### src/rtl/filter_bank_scheduler_if.sv
// Control/strobe bundle between the CNN top-level, the filter banks and the conv core.
interface filter_bank_scheduler_if #(
  parameter int NUM_FILTERS        = 4,
  parameter int FILT_IDX_W         = 2,
  parameter int addressWidthFilter = 4
);
  logic                          start;
  logic                          abort;
  logic                          conv_done;
  logic                          mem_en;
  logic [NUM_FILTERS-1:0]        mem_sel;
  logic [addressWidthFilter-1:0] mem_addr;
  logic                          wload;
  logic                          conv_start;
  logic [FILT_IDX_W-1:0]         filter_idx;
  logic                          busy;
  logic                          done;
  logic                          aborted;

  modport master (
    output start, abort, conv_done,
    input  mem_en, mem_sel, mem_addr, wload, conv_start, filter_idx, busy, done, aborted
  );

  modport slave (
    input  start, abort, conv_done,
    output mem_en, mem_sel, mem_addr, wload, conv_start, filter_idx, busy, done, aborted
  );
endinterface

### src/rtl/filter_bank_scheduler.sv
// Walks the filter weight banks through a single conv core, one filter per pass step.
module filter_bank_scheduler #(
  parameter int NUM_FILTERS        = 4,
  parameter int FILT_IDX_W         = 2,
  parameter int addressWidthFilter = 4,
  parameter int BASE_ADDR          = 0
) (
  input  logic                   clk,
  input  logic                   rst_n,
  filter_bank_scheduler_if.slave bus
);
  localparam logic [2:0] S_IDLE = 3'd0;
  localparam logic [2:0] S_RD   = 3'd1;
  localparam logic [2:0] S_LAT  = 3'd2;
  localparam logic [2:0] S_STRT = 3'd3;
  localparam logic [2:0] S_WAIT = 3'd4;
  localparam logic [2:0] S_FIN  = 3'd5;
  localparam logic [2:0] S_ABRT = 3'd6;

  localparam logic [FILT_IDX_W-1:0]         LAST_IDX = FILT_IDX_W'(NUM_FILTERS - 1);
  localparam logic [addressWidthFilter-1:0] BASE     = addressWidthFilter'(BASE_ADDR);

  logic [2:0]                    state_q, state_d;
  logic [FILT_IDX_W-1:0]         idx_q, idx_d;
  logic                          mem_en_q, mem_en_d;
  logic [NUM_FILTERS-1:0]        mem_sel_q, mem_sel_d;
  logic [addressWidthFilter-1:0] mem_addr_q, mem_addr_d;
  logic                          wload_q, wload_d;
  logic                          conv_start_q, conv_start_d;
  logic                          busy_q, busy_d;
  logic                          done_q, done_d;
  logic                          aborted_q, aborted_d;

  always_comb begin
    state_d = state_q;
    idx_d   = idx_q;
    case (state_q)
      S_IDLE: begin
        if (bus.start && !bus.abort) begin
          state_d = S_RD;
          idx_d   = '0;
        end
      end
      S_RD:   state_d = S_LAT;
      S_LAT:  state_d = S_STRT;
      S_STRT: state_d = S_WAIT;
      S_WAIT: begin
        if (bus.conv_done) begin
          if (idx_q == LAST_IDX) begin
            state_d = S_FIN;
          end else begin
            state_d = S_RD;
            idx_d   = idx_q + FILT_IDX_W'(1);
          end
        end
      end
      S_FIN:   state_d = S_IDLE;
      S_ABRT:  state_d = S_IDLE;
      default: state_d = S_IDLE;
    endcase
    // abort overrides any normal transition once a pass is underway
    if (bus.abort && (state_q != S_IDLE) && (state_q != S_ABRT)) begin
      state_d = S_ABRT;
      idx_d   = idx_q;
    end
  end

  // Outputs are decoded from the next state so they register alongside it.
  always_comb begin
    mem_en_d     = (state_d == S_RD);
    mem_sel_d    = ((state_d == S_RD) || (state_d == S_LAT)) ?
                   (NUM_FILTERS'(1) << idx_d) : '0;
    mem_addr_d   = (state_d == S_RD) ? BASE : mem_addr_q;
    wload_d      = (state_d == S_LAT);
    conv_start_d = (state_d == S_STRT);
    busy_d       = (state_d != S_IDLE);
    done_d       = (state_d == S_FIN);
    aborted_d    = (state_d == S_ABRT);
  end

  always_ff @(posedge clk or negedge rst_n) begin
    if (!rst_n) begin
      state_q      <= S_IDLE;
      idx_q        <= '0;
      mem_en_q     <= 1'b0;
      mem_sel_q    <= '0;
      mem_addr_q   <= '0;
      wload_q      <= 1'b0;
      conv_start_q <= 1'b0;
      busy_q       <= 1'b0;
      done_q       <= 1'b0;
      aborted_q    <= 1'b0;
    end else begin
      state_q      <= state_d;
      idx_q        <= idx_d;
      mem_en_q     <= mem_en_d;
      mem_sel_q    <= mem_sel_d;
      mem_addr_q   <= mem_addr_d;
      wload_q      <= wload_d;
      conv_start_q <= conv_start_d;
      busy_q       <= busy_d;
      done_q       <= done_d;
      aborted_q    <= aborted_d;
    end
  end

  assign bus.mem_en     = mem_en_q;
  assign bus.mem_sel    = mem_sel_q;
  assign bus.mem_addr   = mem_addr_q;
  assign bus.wload      = wload_q;
  assign bus.conv_start = conv_start_q;
  assign bus.filter_idx = idx_q;
  assign bus.busy       = busy_q;
  assign bus.done       = done_q;
  assign bus.aborted    = aborted_q;
endmodule

### src/flat_wrapper.sv
// flat-port wrapper written by rule: the top's interface ports become plain ports
module filter_bank_scheduler_flat 
#(
  parameter int NUM_FILTERS        = 4,
  parameter int FILT_IDX_W         = 2,
  parameter int addressWidthFilter = 4,
  parameter int BASE_ADDR          = 0
)
  (clk, rst_n, bus_start, bus_abort, bus_conv_done, bus_mem_en, bus_mem_sel, bus_mem_addr, bus_wload, bus_conv_start, bus_filter_idx, bus_busy, bus_done, bus_aborted);
  filter_bank_scheduler_if #(.NUM_FILTERS(NUM_FILTERS), .FILT_IDX_W(FILT_IDX_W), .addressWidthFilter(addressWidthFilter)) bus_i ();
  input  logic clk;
  input  logic rst_n;
  input wire logic [$bits(bus_i.start)-1:0] bus_start;
  input wire logic [$bits(bus_i.abort)-1:0] bus_abort;
  input wire logic [$bits(bus_i.conv_done)-1:0] bus_conv_done;
  output wire logic [$bits(bus_i.mem_en)-1:0] bus_mem_en;
  output wire logic [$bits(bus_i.mem_sel)-1:0] bus_mem_sel;
  output wire logic [$bits(bus_i.mem_addr)-1:0] bus_mem_addr;
  output wire logic [$bits(bus_i.wload)-1:0] bus_wload;
  output wire logic [$bits(bus_i.conv_start)-1:0] bus_conv_start;
  output wire logic [$bits(bus_i.filter_idx)-1:0] bus_filter_idx;
  output wire logic [$bits(bus_i.busy)-1:0] bus_busy;
  output wire logic [$bits(bus_i.done)-1:0] bus_done;
  output wire logic [$bits(bus_i.aborted)-1:0] bus_aborted;
  assign bus_i.start = bus_start;
  assign bus_i.abort = bus_abort;
  assign bus_i.conv_done = bus_conv_done;
  assign bus_mem_en = bus_i.mem_en;
  assign bus_mem_sel = bus_i.mem_sel;
  assign bus_mem_addr = bus_i.mem_addr;
  assign bus_wload = bus_i.wload;
  assign bus_conv_start = bus_i.conv_start;
  assign bus_filter_idx = bus_i.filter_idx;
  assign bus_busy = bus_i.busy;
  assign bus_done = bus_i.done;
  assign bus_aborted = bus_i.aborted;
  filter_bank_scheduler #(.NUM_FILTERS(NUM_FILTERS), .FILT_IDX_W(FILT_IDX_W), .addressWidthFilter(addressWidthFilter), .BASE_ADDR(BASE_ADDR)) u_core (.clk(clk), .rst_n(rst_n), .bus(bus_i));
endmodule
### config.mk
export PLATFORM = sky130hd
export DESIGN_NAME = filter_bank_scheduler_flat
export DESIGN_NICKNAME = d
export VERILOG_FILES = /design/src/rtl/filter_bank_scheduler_if.sv /design/src/rtl/filter_bank_scheduler.sv /design/src/flat_wrapper.sv
export SDC_FILE = /design/constraint.sdc
export NUM_CORES = 1
export LEC_CHECK = 0
export ABC_AREA = 1
export CAP_MARGIN = 20
export CORE_MARGIN = 3
export CORE_UTILIZATION = 45
export CTS_CLUSTER_DIAMETER = 60
export DETAILED_ROUTE_END_ITERATION = 10
export PLACE_DENSITY = 0.82
export SYNTH_ARGS = -nofsm -noshare
export SYNTH_HDL_FRONTEND = slang
export SYNTH_SLANG_ARGS = --single-unit
### constraint.sdc
create_clock -name clk -period 1.75 [get_ports clk]
set_input_delay 0.525 -clock clk [delete_from_list [all_inputs] [get_ports clk]]
set_output_delay 0.525 -clock clk [all_outputs]
set_load 0.02 [all_outputs]
# Word-level counts from Yosys, hierarchy flattened
# Cells that the tools add are included.
# classes
addsub	1
n_reduce_logical	8
n_shift	1
eq_ne	11
n_mux	11
# ops
operator	count
$pmux W3 S5	1
$eq A3 B2 Y1 const B	4
$mux W3	4
$eq A3 B3 Y1 const B	3
$mux W2	4
$eq A3 B1 Y1 const B	2
$reduce_bool A3 Y1	2
$mux W4	1
$pmux W2 S2	1
$shl A1 B2 Y4 const A	1
$logic_and A1 B1 Y1	3
$logic_not A3 Y1	1
$ne A3 B3 Y1 const B	1
$add A2 B1 Y2 const B	1
$eq A2 B2 Y1 const B	1
$logic_not A1 Y1	1
$logic_or A1 B1 Y1	1
# word_totals
regBits	15
output_inout_bits	16
elab_cells	41
inputBits	5

# Longest topological paths before layout
# logic_depth
word_depth	8
ltp_mapped	10

# Worst setup path before layout
# No wires, ideal clock.
# synth_timing
path_type	input to register
startpoint	in bus_abort
endpoint	reg u_core.mem_sel_q[1], in the netlist u_core.bus.mem_sel[1]
path_buffers	0
setup_time_ns	0.063
arrival_ns	1.171
path_slack_ns	0.516
required_ns	1.687
cell_stages	9
cell_sequence	inv_1 nand2_1 nand2_1 nand2_1 nand2_1 nand3_2 o21ai_0 nand2_1 inv_1
# synth_between
elab_chain_len	8
word_cells_on_any_way	15
classes_between	2 x eq/ne; 1 x shift; 7 x mux; 5 x reduce/logical
# synth_lines
element	line_no	rtl
from (decl)	flat_wrapper.sv:14	input wire logic [$bits(bus_i.abort)-1:0] bus_abort;
$logic_not A1 Y1	filter_bank_scheduler.sv:39	if (bus.start && !bus.abort) begin
$logic_and A1 B1 Y1	filter_bank_scheduler.sv:39	
$mux W3	filter_bank_scheduler.sv:39	
$pmux W3 S5	filter_bank_scheduler.sv:37	case (state_q)
$mux W3	filter_bank_scheduler.sv:62	if (bus.abort && (state_q != S_IDLE) && (state_q != S_ABRT)) begin
$eq A3 B1 Y1 / $eq A3 B2 Y1 (equally long branches)	filter_bank_scheduler.sv:71	mem_sel_d = ((state_d == S_RD) || (state_d == S_LAT)) ?
$logic_or A1 B1 Y1	filter_bank_scheduler.sv:71	
$mux W4 (*)	filter_bank_scheduler.sv:71	
named net u_core.mem_sel_d[1]	filter_bank_scheduler.sv:26	logic [NUM_FILTERS-1:0] mem_sel_q, mem_sel_d;
to (signal assigned)	filter_bank_scheduler.sv:97	mem_sel_q <= mem_sel_d;
to (decl)	filter_bank_scheduler.sv:26	
# Mark *: on every way through the listed nets, which the timed path passes. The rest lies on a longest branch.

# Worst setup path after layout
# layout_timing
startpoint	reg u_core.idx_q[0], in the netlist u_core.bus.filter_idx[0]
endpoint	out bus_filter_idx[0]
# layout_rtl
element	line_no	rtl
from (decl)	filter_bank_scheduler.sv:24	logic [FILT_IDX_W-1:0] idx_q, idx_d;
from (signal assigned)	filter_bank_scheduler.sv:95	idx_q <= idx_d;
to (decl)	flat_wrapper.sv:21	output wire logic [$bits(bus_i.filter_idx)-1:0] bus_filter_idx;
# No word-level cell between the ends.

==> reports/qor.csv <==
stage,metric,value,unit
synthesis,Synth cell types,17,
pwr,PwrDens,1780,nW/um2
worst_setup_path,worst stage delay on the critical path,0.44,ns
final_layout,design area,997,um2
floorplan,die height,47.4,um
synthesis,Seq cells post-synth,15,
placed_design,Setup WS pre-CTS,-0.0568,ns
worst_setup_path,critical path buffer and inverter count,1,
worst_setup_path,Worst EP arrival,1.09,ns
placed_design,RD Place Congestion,0.841,
pwr,worst vdd ir,0.844,mV
synthesis,"top cells by count, synth","nand2_1, dfrtp_1, inv_1",
final_layout,diodes inserted,0,
synthesis,predominant post-synthesis flop cell,dfrtp_1,
timing,Final Hold Viols,0,
global_routing,global-route wire length before repair,2570,um
worst_setup_path,crit-path cells,dlygate4sd2_1,
worst_setup_path,crit end category,output pin,
status,status,"finished, final reports clean",
clocking,Inserted Clock Buffers,3,
floorplan,Cell Rows,14,
synthesis,Post-synth ARST share,100,%
routing,router iterations before antenna repair,4,
routing,total number of vias,669,
floorplan,core area,1560,um2
placed_design,IO buf count,16,
timing,RSZ-0062 raised after global routing,no,
routing,DR vias/cell,5.03,
synthesis,Synth area leader,dfrtp_1,
final_layout,share of layout cells above drive strength 1,18.8,%
clocking,clock slew at reported path FFs,0.10,ns
clocking,CTS Buffer Depth,2,
synthesis,area of the mapped netlist,771,um2
floorplan,initial core utilization,49.4,%
synthesis,Post-synth EDFFs,0,
flow_run,MaxCap Viol Count,0,
synthesis,Mapped Cells,93,
timing,Final Cycle Share,92.4,%
final_layout,NumNets Final,123,
synthesis,share of the synthesized area in the top cell type,48.7,%
synthesis,synth top area cells,"dfrtp_1, nand2_1, inv_1",
synthesis,number of warnings issued by yosys,0,
timing,Hold WS,0.538,ns
clocking,Root Driver,clkbuf_4,
timing,final setup margin,0.133,ns
pwr,Static Leak,0.624,nW
global_routing,vias in the first global route,662,
floorplan,die area,2250,um2
worst_setup_path,reg2reg path depth,7,
global_routing,total grt overflow,0,
worst_setup_path,Worst path depth,1,
global_routing,total track usage,16.7,%
worst_setup_path,CP Launch Type,flip-flop,
floorplan,die width,47.4,um
worst_setup_path,Critical Path RT,1.22,ns
worst_setup_path,Top delay family on crit path,flip-flops,
clocking,post-CTS setup buffers,0,
placed_design,placed cell area,970,um2
synthesis,Mean Syn Cell Area,8.29,um2
final_layout,Layout area overhead,29.4,%
timing,Fin Clk Skew,0.00365,ns
floorplan,IO Pins,21,
routing,Post-DRT Antenna Nets,0,
routing,Avg WL per Cell,11.7,um
timing,Fmax,618,MHz
timing,shortest period the worst path allows,1.62,ns
timing,"Slew Viols, Final",0,
global_routing,initial antenna violation count,0,
clocking,clock sink count,15,
synthesis,most frequent cell after synthesis,nand2_1,
pwr,Tot Pwr,1.77,mW
worst_hold_path,Worst Hold Class,in -> async,
final_layout,Finished Core Util,64.0,%
worst_setup_path,CP max FO,6,
worst_setup_path,crit path max-delay cell type,dfrtp_1,
clocking,Worst-Skew Late Latency,0.29,ns
worst_setup_path,critical path class,reg -> out,
routing,DRC,0,
routing,number of DRC markers in iteration 0,31,
clocking,htree depth,1,
timing,Final setup viols,0,
routing,WL final,1560,um
global_routing,largest net degree at the start of global routing,16,
synthesis,sequential area share after synthesis,48.7,%
clocking,CTS tree,done,
placed_design,dpl hpwl,1130,um
-- cell type report --
type | instances | area (um2)
timing repair buffer | 21 | 198
multi-input combinational | 61 | 317
fill | 137 | 562
clock buffer | 3 | 22.5
clock inverter | 1 | 5.00
sequential | 15 | 375
inverter | 16 | 60.1
tap | 16 | 20.0
-- kinds of logic after synthesis --
family	after synthesis	share of synthesized area, %
compound gates	2	1.62
buf+inv	20	11.7
flops	15	48.7
other cells	1	0.487
simple gates	55	37.5
-- routing by layer --
layer / share of wire, % / routed length (um) / vias to the layer above / GRT usage (%)
met5: 0 / 0 / - / 0
met4: 1.5 / 24 / 0 / 8.84
met3: 5.4 / 84 / 3 / 3.45
met2: 53 / 823 / 26 / 30.5
met1: 40 / 631 / 315 / 17.6
li1: - / - / 325 / -
-- sequential cells by signal, summed over array words and instances, names as in the netlist --
signal	cells
u_core.bus.aborted	1
u_core.bus.busy	1
u_core.bus.conv_start	1
u_core.bus.done	1
u_core.bus.filter_idx	2
u_core.bus.mem_en	1
u_core.bus.mem_sel	4
u_core.bus.wload	1
u_core.state_q	3
-- placed cells by master (no fill, tap or decap), types with 3 or more instances in the layout --
master,count
clkbuf_4,3
inv_2,4
nand4_1,3
nand2_1,27
clkdlybuf4s50_1,4
nand3_1,6
buf_4,5
nor2_1,10
dlygate4sd2_1,8
conb_1,4
dlymetal6s2s_1,4
inv_1,12
dfrtp_1,15
-- metrics by stage --
stage          instances  TNS (ns)
3_5_place_dp         129    -0.187
2_1_floorplan         96         0
5_1_grt              133         0
3_3_place_gp         129    -0.136
4_1_cts              133         0
6_report             133         0
-- report_power, final --
group | internal, mW | total (mW) | switching (mW)
Clock | 0.0851 | 0.205 | 0.120
Sequential | 0.472 | 0.579 | 0.106
Combinational | 0.364 | 0.987 | 0.623
-- final timing paths --
kind | startpoint | to | slack [ns]
min in group clk | u_core.bus.filter_idx[1] | u_core.bus.filter_idx[1] | 0.75
setup reg to reg | u_core.state_q[0] | u_core.bus.mem_sel[1] | 0.35
hold / removal | rst_n | u_core.bus.conv_start | 0.54
hold reg to reg | u_core.bus.filter_idx[1] | u_core.bus.filter_idx[1] | 0.75
setup / recovery | u_core.bus.filter_idx[0] | bus_filter_idx[0] | 0.13
max in group asynchronous | rst_n | u_core.bus.filter_idx[0] | 1.04
-- repair_timing --
action | 4_1_cts | 5_1_grt
endpoints found under the setup margin | 8 | 4
resized for setup | 8 | 4
hold buffers | 0 | 0
Note: power is estimated with default switching activity, not from simulation.
